[config.mk]
export PLATFORM = sky130hd
export DESIGN_NAME = encounter_ctrl
export DESIGN_NICKNAME = d
export VERILOG_FILES = /design/src/rtl/encounter_pkg.sv /design/src/rtl/encounter_lfsr.sv /design/src/rtl/encounter_ctrl.sv
export SDC_FILE = /design/constraint.sdc
export NUM_CORES = 1
export LEC_CHECK = 0
export ABC_AREA = 1
export BUFFER_PORTS_ARGS = -buffer_cell sky130_fd_sc_hd__buf_2
export CORE_MARGIN = 1
export CORE_UTILIZATION = 40
export DETAILED_ROUTE_END_ITERATION = 8
export PLACE_DENSITY = 0.62
export RECOVER_POWER = 50
export SYNTH_ARGS = -nofsm -noshare
export SYNTH_HDL_FRONTEND = slang
export SYNTH_SLANG_ARGS = --single-unit
export TNS_END_PERCENT = 20
[constraint.sdc]
create_clock -name i_clk -period 2.4 [get_ports i_clk]
set_input_delay 0.48 -clock i_clk [delete_from_list [all_inputs] [get_ports i_clk]]
set_output_delay 0.48 -clock i_clk [all_outputs]
set_load 0.03 [all_outputs]
[src/rtl/encounter_pkg.sv]
// Shared types and constants for the encounter controller and its LFSR.
package encounter_pkg;

    localparam int SPECIES_W = 3;
    localparam int LFSR_W    = 16;

    // Galois mask for x^16 + x^14 + x^13 + x^11 + 1 (right-shifting form).
    localparam logic [LFSR_W-1:0] LFSR_TAPS = 16'hB400;

    typedef enum logic [2:0] {
        S_IDLE,
        S_WAIT,
        S_WINDOW,
        S_END,
        S_DONE
    } state_t;

    function automatic logic [LFSR_W-1:0] lfsr_step(input logic [LFSR_W-1:0] value);
        logic [LFSR_W-1:0] shifted;
        shifted = value >> 1;
        if (value[0]) begin
            shifted = shifted ^ LFSR_TAPS;
        end
        return shifted;
    endfunction

endpackage

[src/rtl/encounter_lfsr.sv]
// Free-running 16-bit Galois LFSR; only the async reset reseeds it.
module encounter_lfsr
    import encounter_pkg::*;
#(
    parameter logic [LFSR_W-1:0] SEED = 16'hACE1
) (
    input  logic              i_clk,
    input  logic              i_rst_n,
    output logic [LFSR_W-1:0] o_value
);

    // NOTE: sequential state uses non-blocking assignments so every flop samples pre-edge values.
    always_ff @(posedge i_clk or negedge i_rst_n) begin
        if (!i_rst_n) begin
            o_value <= SEED;
        end else begin
            o_value <= lfsr_step(o_value);
        end
    end

endmodule

[src/rtl/encounter_ctrl.sv]
// Encounter sequencer: species draw, wait, timed capture window, verdict and refresh strobe.
module encounter_ctrl
    import encounter_pkg::*;
#(
    parameter int                WAIT_CYCLES   = 50_000_000,
    parameter int                WINDOW_CYCLES = 12_500_000,
    parameter int                NUM_ROUNDS    = 10,
    parameter logic [LFSR_W-1:0] LFSR_SEED     = 16'hACE1,
    parameter int                NUM_SPECIES   = 6
) (
    input  logic                 i_clk,
    input  logic                 i_rst_n,
    input  logic                 i_start,
    input  logic                 i_restart,
    input  logic                 i_key,
    output logic                 o_refresh,
    output logic                 o_capture,
    output logic [SPECIES_W-1:0] o_random,
    output logic [SPECIES_W-1:0] o_species,
    output logic                 o_window,
    output logic                 o_done,
    output logic [3:0]           o_round
);

    localparam int MAX_CYCLES = (WAIT_CYCLES > WINDOW_CYCLES) ? WAIT_CYCLES : WINDOW_CYCLES;
    localparam int CNT_W      = (MAX_CYCLES > 1) ? $clog2(MAX_CYCLES) : 1;

    localparam logic [CNT_W-1:0] WAIT_LAST   = CNT_W'(WAIT_CYCLES - 1);
    localparam logic [CNT_W-1:0] WINDOW_LAST = CNT_W'(WINDOW_CYCLES - 1);
    localparam logic [3:0]       ROUND_LAST  = 4'(NUM_ROUNDS);

    state_t                 state_q, state_d;
    logic [CNT_W-1:0]       cnt_q, cnt_d;
    logic [3:0]             round_d;
    logic                   capture_d;
    logic [SPECIES_W-1:0]   random_d, species_d;
    logic                   finish;
    logic [LFSR_W-1:0]      lfsr_value;
    logic [SPECIES_W-1:0]   next_species;
    logic                   unused_lfsr_bits;

    encounter_lfsr #(
        .SEED (LFSR_SEED)
    ) u_lfsr (
        .i_clk   (i_clk),
        .i_rst_n (i_rst_n),
        .o_value (lfsr_value)
    );

    assign next_species     = SPECIES_W'(int'(lfsr_value[SPECIES_W-1:0]) % NUM_SPECIES);
    assign unused_lfsr_bits = ^lfsr_value[LFSR_W-1:SPECIES_W];

    // NOTE: every always_comb target gets a default first, so no path can infer a latch.
    always_comb begin
        state_d   = state_q;
        cnt_d     = cnt_q;
        round_d   = o_round;
        capture_d = 1'b0;
        random_d  = '0;
        species_d = o_species;
        finish    = 1'b0;

        case (state_q)
            S_IDLE: begin
                if (i_start) begin
                    state_d  = S_END;
                    random_d = next_species;
                end
            end
            S_WAIT: begin
                if (i_key) begin
                    finish = 1'b1;
                end else if (cnt_q == WAIT_LAST) begin
                    state_d = S_WINDOW;
                    cnt_d   = '0;
                end else begin
                    cnt_d = cnt_q + 1'b1;
                end
            end
            S_WINDOW: begin
                if (i_key || (cnt_q == WINDOW_LAST)) begin
                    finish    = 1'b1;
                    capture_d = i_key;
                end else begin
                    cnt_d = cnt_q + 1'b1;
                end
            end
            S_END: begin
                species_d = o_random;
                cnt_d     = '0;
                state_d   = (o_round == ROUND_LAST) ? S_DONE : S_WAIT;
            end
            S_DONE: begin
                state_d = S_DONE;
            end
            default: begin
                state_d = S_IDLE;
            end
        endcase

        // Round is counted on entry to S_END so it is visible alongside the strobe.
        if (finish) begin
            state_d  = S_END;
            cnt_d    = '0;
            round_d  = o_round + 1'b1;
            random_d = next_species;
        end

        if (i_restart) begin
            state_d   = S_IDLE;
            cnt_d     = '0;
            round_d   = '0;
            capture_d = 1'b0;
            random_d  = '0;
            species_d = '0;
        end
    end

    // Outputs are registered from the next state so they line up with the state they describe.
    always_ff @(posedge i_clk or negedge i_rst_n) begin
        if (!i_rst_n) begin
            state_q   <= S_IDLE;
            cnt_q     <= '0;
            o_round   <= '0;
            o_refresh <= 1'b0;
            o_capture <= 1'b0;
            o_random  <= '0;
            o_species <= '0;
            o_window  <= 1'b0;
            o_done    <= 1'b0;
        end else begin
            state_q   <= state_d;
            cnt_q     <= cnt_d;
            o_round   <= round_d;
            o_refresh <= (state_d == S_END);
            o_capture <= capture_d;
            o_random  <= random_d;
            o_species <= species_d;
            o_window  <= (state_d == S_WINDOW);
            o_done    <= (state_d == S_DONE);
        end
    end

endmodule

==> results of run 1 <==
[area by class of cell]
class / count / area share [%]
Clock inverter: 7 / 1.69
Tap cell: 96 / 3.61
Clock buffer: 9 / 3.73
Inverter: 48 / 5.42
Multi-Input combinational cell: 252 / 37.5
Timing Repair Buffer: 21 / 3.31
Sequential cell: 59 / 44.7
[through the flow]
stage | power (mW) | hold WS [ns]
3_3_place_gp | 1.45 | 0.335
6_report | 2.27 | 0.352
5_1_grt | 2.40 | 0.355
4_1_cts | 2.31 | 0.111
2_1_floorplan | 1.36 | 0.184
3_5_place_dp | 1.45 | 0.338
[cell usage in the layout (no fill, tap or decap), drive strengths merged]
cell      count
nand2        91
or3           1
o21bai        1
a211oi        1
nor4          2
o21ai        13
inv          52
nor3         10
dfstp         8
xor2          9
clkbuf       10
a21oi        21
nand3        21
a22oi         1
clkinvlp      1
nand3b        1
buf          20
ha            3
dfrtp        51
and3          1
nor2         67
nand4         9
clkinv        2
[metal layers]
layer / global-route usage [%] / up-vias
met5: 0 / -
met4: 7.45 / 0
met3: 6.79 / 10
met2: 28.0 / 53
met1: 24.3 / 1110
li1: - / 1213
[worst paths after layout]
check | startpoint | end | cells after the start
max | state_q[0] | cnt_q[6] | 7
min | u_lfsr.o_value[9] | u_lfsr.o_value[8] | 0
max reg2reg | state_q[0] | cnt_q[6] | 7
min reg2reg | u_lfsr.o_value[9] | u_lfsr.o_value[8] | 0
max in group asynchronous | i_rst_n | u_lfsr.o_value[8] | 2
min in group asynchronous | i_rst_n | o_done | 2
[synthesized netlist by cell type]
| cell type | instances |
|---|---|
| buf_6 | 2 |
| o21ai_0 | 12 |
| buf_2 | 1 |
| nand2_2 | 2 |
| buf_4 | 1 |
| nor3_1 | 9 |
| inv_1 | 45 |
| clkbuf_1 | 1 |
| o21ai_4 | 1 |
| nand4_1 | 8 |
| nand2_1 | 87 |
| nor3_2 | 1 |
| a21oi_1 | 20 |
| nand2_4 | 2 |
| a21oi_2 | 1 |
| nand3_2 | 1 |
| nor2_4 | 3 |
| or3_1 | 1 |
| nor4_1 | 2 |
| a211oi_1 | 1 |
| nor2_1 | 57 |
| nand3_1 | 20 |
| nand3b_1 | 1 |
| nor2_2 | 7 |
| and3_1 | 1 |
| ha_1 | 3 |
| nand4_4 | 1 |
| dfstp_2 | 8 |
| xor2_1 | 9 |
| o21bai_1 | 1 |
| inv_2 | 3 |
| a22oi_1 | 1 |
| dfrtp_1 | 51 |
[report_power, final]
| part | switching (mW) | leakage, nW | internal, mW |
|---|---|---|---|
| Sequential | 0.0374 | 0.789 | 1.03 |
| Combinational | 0.265 | 0.706 | 0.0942 |
| Clock | 0.454 | 0.0910 | 0.388 |
| Total | 0.757 | 1.59 | 1.51 |
[sequential cells by signal, summed over array words and instances, names as in the netlist]
signal          count
o_capture           1
o_refresh           1
state_q             3
u_lfsr.o_value     16
cnt_q              26
o_random            3
o_species           3
o_done              1
o_round             4
o_window            1
[worst max-delay path, delay by kind of cell, from the launching register on]
family	cells	cell delay (ns)
AO/OA/AOI/OAI	1	0.21
AND/OR/NAND/NOR	5	0.86
buffers and inverters	1	0.30
flip-flops	1	0.47
[cell families (layout without fill, tap and decap cells)]
kind of cell               count (synthesis)  after routing
AOI/OAI and AO/OA                         37             37
adders and majority gates                  3              3
DFF                                       59             59
and+or+nand+nor                          203            203
xor gates and xnor gates                   9              9
buffers and inverters                     53             85
==> results.md, run 1 <==
* Simple-gate share of the synthesized area at 31.2%
* Boundary Pins at 19
* Port Buffer Count at 18
* Largest family of logic cells by synthesized area: simple AND/OR/NAND/NOR gates
* Row count at 30
* Clock skew at 0.0171 ns
* CP Cell Sequence: nand2_4 -> nor2_2 -> o21ai_4 -> nand4_4 -> inv_2 -> nor2_4 -> nor3_1
* Outcome: finished, final reports clean
* Vias in the first global route at 2292
* Post-route setup slack at 0.453 ns
* Crit path kind: flop to flop
* Met2 WL at 2840 um
* Gpl congestion at 0.841
* PD cells at 683 nW/um^2
* Initial Util at 42.5%
* Slowest cell delay on critical path at 0.47 ns
* Largest net degree at the start of global routing at 60
* H-tree Lvls at 3
* Startpoint types: flop
* Vias/cell at 4.85
* Detailed placer's ending HPWL at 4490 um
* Post-synth top area share at 43.2%
* DR WL/cell at 12.7 um
* RSZ-0062 raised after global routing: false
* Fin crit share at 81.1%
* Clock sink count at 59
* Die area at 7730 sq um
* Seq/Total Area, Yosys at 50.4%
* CTS tree: built
* Flops & latches, synth at 59
* CTS max path bufs at 2
* Synthesized area at 2950 sq um
* Synth area leader: dfrtp_1
* Post-CTS repair timing setup buffer count at 0
* First-pass GRT wire length at 10600 um
* WP data arrival at 2.21 ns
* Worst slack, placed at 0.454 ns
* Crit path max fanout at 23
* Endpoints failing setup at 0
* Post-synthesis adder-cell area fraction at 1.27%
* Worst reg2reg setup slack at 0.45 ns
* CP endpoint kind: flop
* Vias at 2386
* Area of placed instances at 3160 sq um
* Mux share of post-synthesis cell area at 0%
* Synth area leaders: dfrtp_1, nand2_1, nor2_1
* FF+latch area at 1490 sq um
* Worst-margin pin slew at 1.40 ns
* Layout cells sized above 1 at 16.9%
* Total of warnings raised by yosys at 0
* Global-route usage over all layers at 18.6%
* Area Growth Syn to Fin at 12.6%
* Layout Cells excl Fill at 492
* Core Area at 6940 sq um
* Max-cap viol count at 0
* CTS Hold Bufs at 0
* Area of the multi-input gates at 1250 sq um
* Max Used Layer: met4
* First drt pass iteration count at 4
* Mapped Cells at 364
* Clk pin slew, worst setup/hold paths at 0.09 ns
* Final antenna-violating net count at 0
* XOR/XNOR Fraction of Synth Area at 2.67%
* Nets at 399
* DRC at 0
* Synth Area in Compound Gates at 7.04%
* Post-synth cell types at 33
* Fin crit period at 1.95 ns
* Placed instance count at 476
* Post-Layout Inst Area at 3320 sq um
* WP data required at 2.67 ns
* Worst Hold Class: flop to flop
* Routed wl met3 at 323 um
* Maximum VDD drop at 0.359 mV
* Worst skew pair latency at 0.36 ns
* Starting DRC count in detailed routing at 110
* Num CTS Buffers at 9
* Clock Tree Root: clkbuf_8
* Slew HR at 6.44%
* FMAX at 514 MHz
* Antenna cells at 0
* P_leak at 1.59 nW
* Initial antenna violation count at 0
* Post-Syn Nets at 372
* Routed wire length at 6250 um
* Mean Syn Cell Area at 8.11 sq um
* Die X at 87.9 um
* Die Y at 87.9 um
* Setup TNS at 0 ns
* Grt ovf at 0
* CTS resizes at 0
* Critical Path Slowest Stage Cell: dfrtp_1
* Fill cell count at 680
* Final Util at 47.9%
* Slew Limit Fails at 0
* DRT met1 WL at 2990 um
* Fin. Hold Viols at 0
(Power assumes the default switching activity.)
==> run 2: changes to the inputs <==
--- a/config.mk
+++ b/config.mk
@@ -5,7 +5,7 @@
 export SDC_FILE = /design/constraint.sdc
 export NUM_CORES = 1
 export LEC_CHECK = 0
-export ABC_AREA = 1
+export ABC_AREA = 0
 export BUFFER_PORTS_ARGS = -buffer_cell sky130_fd_sc_hd__buf_2
 export CORE_MARGIN = 1
 export CORE_UTILIZATION = 40
==> constraint.sdc (replaced) <==
create_clock -name i_clk -period 2 [get_ports i_clk]
set_input_delay 0.4 -clock i_clk [delete_from_list [all_inputs] [get_ports i_clk]]
set_output_delay 0.4 -clock i_clk [all_outputs]
set_load 0.03 [all_outputs]
==> run 2 against run 1 <==
Net effect: the flow now finishes with violations (setup timing); non-clock buffer count is 56 higher; clock-buffer cell count stayed put; via count is 1.6% higher; hold slack worse by 0.13 ns; cell count is 13% lower; combinational power is 120% higher; sequential share of layout area is 4.2 points lower; synthesized cell count is 26% lower; synthesized area is 5.9% lower; sequential cell count stayed put; setup slack worse by 0.67 ns.
==> results.md, run 2 <==
* Outcome: complete, but fails checks
* Failing checks: setup timing
* Crit path kind: flop to flop
* EDFF count, synth at 0 (unchanged)
* Highest-count cells in the layout ignoring fill and taps: buf_4, dfrtp_1, nand2_1
* H-tree Lvls at 3 (unchanged)
* Largest net degree at the start of global routing at 41 (-32%)
* Leading cell type in the layout, fill and taps excluded: buf_4
* First-pass GRT wire length at 11700 um (+9.9%)
* Async set or reset register ratio after synthesis at 100% (unchanged)
* Top FF cell, synth: dfrtp_1
* Clock sink count at 59 (unchanged)
* DR WL/cell at 16.1 um (+27%)
* Clock Tree Root: clkbuf_8
* Slew HR at 28.3% (+22 points)
* Port Buffer Count at 18 (unchanged)
* Fin. Hold Viols at 0 (unchanged)
* CTS tree: built
* Slew Limit Fails at 0 (unchanged)
* Top Registers: cnt_q: 26 flops, u_lfsr.o_value: 16 flops, o_round: 4 flops
* Vias in the first global route at 2359 (+2.9%)
* Setup TNS at -4.66 ns (-4.66 ns)
* RSZ-0062 raised after global routing: true
* Die Y at 85.3 um (-2.9%)
* Largest reg by FF count: cnt_q
* Post-route setup slack at -0.219 ns (-0.672 ns)
* Endpoints failing setup at 35 (+35)
* Power Total at 3.20 mW (+41%)
* Detailed placer's ending HPWL at 4930 um (+9.6%)
* Worst skew pair latency at 0.35 ns (about the same)
* CP endpoint kind: flop
* Mean Syn Cell Area at 10.2 sq um (+26%)
* Synth area leader: dfrtp_1
* Crit path max fanout at 6 (-74%)
* Core Area at 6530 sq um (-5.9%)
* Layout cells sized above 1 at 34.7% (+18 points)
* Boundary Pins at 19 (unchanged)
* CTS max path bufs at 2 (unchanged)
* First drt pass iteration count at 4 (unchanged)
* WP data arrival at 2.44 ns (+0.23 ns)
* Worst-margin pin slew at 1.08 ns (-0.328 ns)
* Initial antenna violation count at 0 (unchanged)
* Synth area leaders: dfrtp_1, dfstp_2, nand2_1
* PD cells at 874 nW/um^2 (+28%)
* Total of warnings raised by yosys at 0 (unchanged)
* Maximum VDD drop at 0.407 mV (+14%)
* Initial Util at 42.5% (about the same)
* Worst slack, placed at -0.258 ns (-0.712 ns)
* Fin crit share at 111% (+30 points)
* Cell with the most instances after synthesis: dfrtp_1
* WP data required at 2.22 ns (-0.45 ns)
* FMAX at 451 MHz (-12%)
* Largest register FFs at 26 (unchanged)
* P_leak at 1.66 nW (+4.8%)
* Row count at 29 (-3.3%)
* Post-synth top area share at 46.0% (+2.7 points)
* WHS at 0.222 ns (-0.129 ns)
* Starting DRC count in detailed routing at 147 (+34%)
* Area Growth Syn to Fin at 32.1%
* Final antenna-violating net count at 0 (unchanged)
* Antenna cells at 0 (unchanged)
* Vias at 2423 (+1.6%)
* Fin crit period at 2.22 ns (+0.272 ns)
* Worst Hold Class: primary input to asynchronous set/reset pin
* Clock skew at 0.0130 ns (-0.00407 ns)
* Post-Syn Nets at 279 (-25%)
* Nets at 355 (-11%)
* Num CTS Buffers at 9 (unchanged)
* Die area at 7280 sq um (-5.8%)
* Clk pin slew, worst setup/hold paths at 0.08 ns (about the same)
* Max-cap viol count at 0 (unchanged)
* Seq/Total Area, Yosys at 53.5% (+3.2 points)
* Commonest cells in the netlist: dfrtp_1, nand2_1, nor2_1, nand3_1, nand4_1
* Post-synth cell types at 52 (+58%)
* DRC at 0 (unchanged)
* Vias/cell at 5.65 (+16%)
* Layout Cells excl Fill at 429 (-13%)
* Startpoint types: flop
* Grt ovf at 0 (unchanged)
* Gpl congestion at 0.894 (+6.3%)
* Routed wire length at 6910 um (+11%)
* Synthesized area at 2780 sq um (-5.9%)
* Mapped Cells at 271 (-26%)
* Global-route usage over all layers at 21.1% (+2.5 points)
* Placed instance count at 412 (-13%)
* Die X at 85.3 um (-2.9%)
* Flops & latches, synth at 59 (unchanged)
[run 2: cell types whose count changed after synthesis, moves of 6 or more]
| cell | delta |
|---|---|
| clkbuf_1 | +7 |
| nand2_1 | -63 |
| nor2_1 | -36 |
| xnor2_1 | +8 |
| and2_1 | +6 |
| inv_1 | -37 |
| or3_1 | +6 |
| a21oi_1 | -13 |
| nor2_2 | -7 |
[run 2: cell families after synthesis]
logic type,synth area share (%)
compound gates,11.4
xor+xnor,4.73
fa+ha+maj,1.35
buf+inv,3.06
flops,53.5
simple gates,25.9
[run 2: layer usage]
metal	wire, um	GRT usage [%]	vias up	share of wire, %
li1	-	-	1147	-
met1	3170	27.8	1177	46
met5	0	0	-	0
met2	3200	32.8	85	46
met3	423	6.42	14	6.1
met4	110	8.03	0	1.6
[run 2: path summary, 6_finish.rpt]
path                       slack, ns  cells past startpoint         startpoint                end
max in group asynchronous       0.32                      2            i_rst_n           cnt_q[3]
min in group i_clk              0.34                      2              i_key          o_capture
min                             0.22                      1            i_rst_n          cnt_q[21]
max                            -0.22                      6          cnt_q[13]          cnt_q[14]
max reg2reg                    -0.22                      6          cnt_q[13]          cnt_q[14]
min reg2reg                     0.35                      0  u_lfsr.o_value[3]  u_lfsr.o_value[2]
[run 2: timing repair]
action | CTS | global route
resized for setup | 22 | 2
hold buffers | 0 | 0
pin swaps | 20 | 2
setup buffers | 0 | 0
gates cloned | 1 | 0
setup endpoints to repair | 37 | 37
[run 2: power breakdown]
part | internal (mW) | switching (mW)
combinational | 0.326 | 0.481
sequential | 1.25 | 0.0431
clock | 0.583 | 0.522
[run 2: through the flow]
step                      cell area, sq um  utilization (%)
after floorplan                       2790                -
after global placement                3370             51.6
after detailed placement              3370             51.6
after CTS                             3670             56.2
after global routing                  3670             56.1
final                                 3670             56.1
[run 2: area by class of cell]
cell class	count	area, sq um
Timing Repair Buffer	77	541
Inverter	8	30.0
Clock inverter	7	76.3
Tap cell	77	96.3
Clock buffer	9	124
Multi-Input combinational cell	192	1310
Fill cell	563	2860
Sequential cell	59	1490
[run 2: worst max-delay path, stage by stage, from the launching register on]
cell     delay [ns]
dfrtp_1        0.39
nand4_2        0.16
or4b_4         0.51
o41a_1         0.55
buf_6          0.20
a32oi_1        0.18
o41ai_1        0.10
==> run 3: changes to the inputs <==
--- a/config.mk
+++ b/config.mk
@@ -12,6 +12,7 @@
 export DETAILED_ROUTE_END_ITERATION = 8
 export PLACE_DENSITY = 0.62
 export RECOVER_POWER = 50
+export SKIP_LAST_GASP = 1
 export SYNTH_ARGS = -nofsm -noshare
 export SYNTH_HDL_FRONTEND = slang
 export SYNTH_SLANG_ARGS = --single-unit
==> run 3 against run 2 <==
Net effect: the run still ends with setup timing left; critical path type unchanged; fmax is 1.6% lower; global-route usage is 0.15 points lower; cell count stayed put.
==> results.md, run 3 (same netlist as run 2, synthesis figures left out) <==
* Clock skew at 0.0117 ns (-0.00133 ns)
* WP buf/inv at 1 (unchanged)
* Critical path origin: cnt_q[13]
* Core Area at 6530 sq um (unchanged)
* Worst-margin pin slew at 1.09 ns (+0.0153 ns)
* H-tree Lvls at 3 (unchanged)
* Final Util at 55.9% (-0.23 points)
* Port Buffer Count at 18 (unchanged)
* Die X at 85.3 um (unchanged)
* WP depth at 6 (unchanged)
* Layout Cells excl Fill at 429 (unchanged)
* DR WL/cell at 16.4 um (+1.8%)
* Worst skew pair latency at 0.35 ns (about the same)
* Worst r2r src: cnt_q[13]
* First drt pass iteration count at 4 (unchanged)
* CTS max path bufs at 2 (unchanged)
* PD cells at 877 nW/um^2 (+0.34%)
* Crit path max fanout at 6 (unchanged)
* WHS at 0.230 ns (+0.00754 ns)
* Crit path to: cnt_q[14]
* Area Growth Syn to Fin at 31.5%
* Routed wire length at 7040 um (+1.8%)
* Worst reg2reg setup slack at -0.26 ns (-0.04 ns)
* DRC at 0 (unchanged)
* Gpl congestion at 0.894 (unchanged)
* Vias/cell at 5.66 (+0.21%)
* Initial Util at 42.5% (unchanged)
* Clk pin slew, worst setup/hold paths at 0.08 ns (about the same)
* First-pass GRT wire length at 11600 um (-0.83%)
* Post-Layout Inst Area at 3650 sq um (-0.41%)
* Worst slack, placed at -0.258 ns (unchanged)
* Post-route setup slack at -0.256 ns (-0.0368 ns)
* Highest-count cells in the layout ignoring fill and taps: buf_4, dfrtp_1, nand2_1
* WP data arrival at 2.47 ns (+0.03 ns)
* Detailed placer's ending HPWL at 4930 um (unchanged)
* Slew HR at 27.3% (-1.0 points)
* Leading cell type in the layout, fill and taps excluded: buf_4
* CTS Hold Bufs at 0 (unchanged)
* Placed instance count at 412 (unchanged)
* Failing checks: setup timing
* Initial antenna violation count at 0 (unchanged)
* Grt ovf at 0 (unchanged)
* Post-CTS repair timing setup buffer count at 0 (unchanged)
* Max-cap viol count at 0 (unchanged)
* Nets at 355 (unchanged)
* Row count at 29 (unchanged)
* Endpoints failing setup at 37 (+5.7%)
* Slew Limit Fails at 0 (unchanged)
* Crit path kind: flop to flop
* Power Total at 3.20 mW (about the same)
* Critical Path Slowest Stage Cell: o41a_1
* Largest net degree at the start of global routing at 41 (unchanged)
* Cells on worst reg2reg path at 6 (unchanged)
* Clock sink count at 59 (unchanged)
* FMAX at 443 MHz (-1.6%)
* Fill cell count at 566 (+0.53%)
* CP top delay family: compound AO/OA/AOI/OAI gates
* CP endpoint kind: flop
* P_leak at 1.67 nW (+0.21%)
* Vias at 2428 (+0.21%)
* Worst Hold Class: primary input to asynchronous set/reset pin
* Area of placed instances at 3370 sq um (unchanged)
* Largest reg by FF count: cnt_q
* Top Registers: cnt_q: 26 flops, u_lfsr.o_value: 16 flops, o_round: 4 flops
* Global-route usage over all layers at 21.0% (-0.15 points)
* Clock Tree Root: clkbuf_8
* CTS tree: built
* FF-to-FF End: cnt_q[14]
* Num CTS Buffers at 9 (unchanged)
* Largest register FFs at 26 (unchanged)
* WP data required at 2.22 ns (about the same)
* Final antenna-violating net count at 0 (unchanged)
* Boundary Pins at 19 (unchanged)
* Outcome: complete, but fails checks
* Antenna cells at 0 (unchanged)
* Fin crit share at 113% (+1.8 points)
* Setup TNS at -6.24 ns (-1.58 ns)
* Slowest cell delay on critical path at 0.56 ns (about the same)
* Fin crit period at 2.26 ns (+0.0368 ns)
* Vias in the first global route at 2332 (-1.1%)
* Layout cells sized above 1 at 33.2% (-1.4 points)
* Die Y at 85.3 um (unchanged)
* RSZ-0062 raised after global routing: true
* Starting DRC count in detailed routing at 141 (-4.1%)
* Startpoint types: flop
* CP Cell Sequence: nand4_2 -> or4b_1 -> o41a_1 -> buf_6 -> a32oi_2 -> o41ai_2
* Die area at 7280 sq um (unchanged)
* Fin. Hold Viols at 0 (unchanged)
* Maximum VDD drop at 0.413 mV (+1.5%)
[run 3: cell counts in the layout (fill, tap and decap cells not counted)]
No cell type changed its count.
[run 3: worst min-delay path by stage]
stage | from | end
CTS | i_rst_n | cnt_q[21]
global route | i_rst_n | o_round[0]
floorplan | i_rst_n | cnt_q[0]
finish | i_rst_n | cnt_q[21]
detailed placement | u_lfsr.o_value[3] | u_lfsr.o_value[2]
global placement | u_lfsr.o_value[3] | u_lfsr.o_value[2]
[run 3: area by class of cell]
class                           instances  area, sq um  share of cell area [%]
Sequential cell                        59         1490                    40.7
Multi-Input combinational cell        192         1300                    35.6
Timing Repair Buffer                   77          541                    14.8
Clock buffer                            9          124                    3.39
Tap cell                               77         96.3                    2.64
Clock inverter                          7         76.3                    2.09
Inverter                                8         30.0                   0.822
[run 3: routing by layer]
layer	wire length, um	GRT usage (%)	up-vias	part of all wire (%)
met3	482	6.42	12	6.9
met1	3130	27.8	1185	44
met2	3320	32.7	83	47
met4	110	7.27	0	1.6
met5	0	0	-	0
li1	-	-	1148	-
[run 3: what timing repair did]
action | in CTS | in global routing
endpoints found under the setup margin | 37 | 37
gates cloned | 1 | 0
pin swaps | 6 | 3
resized for setup | 13 | 5
[run 3: report_power, final]
part	internal (mW)	switching, mW	leakage (nW)
Combinational	0.322	0.483	0.781
Sequential	1.25	0.0433	0.789
Clock	0.583	0.521	0.0962
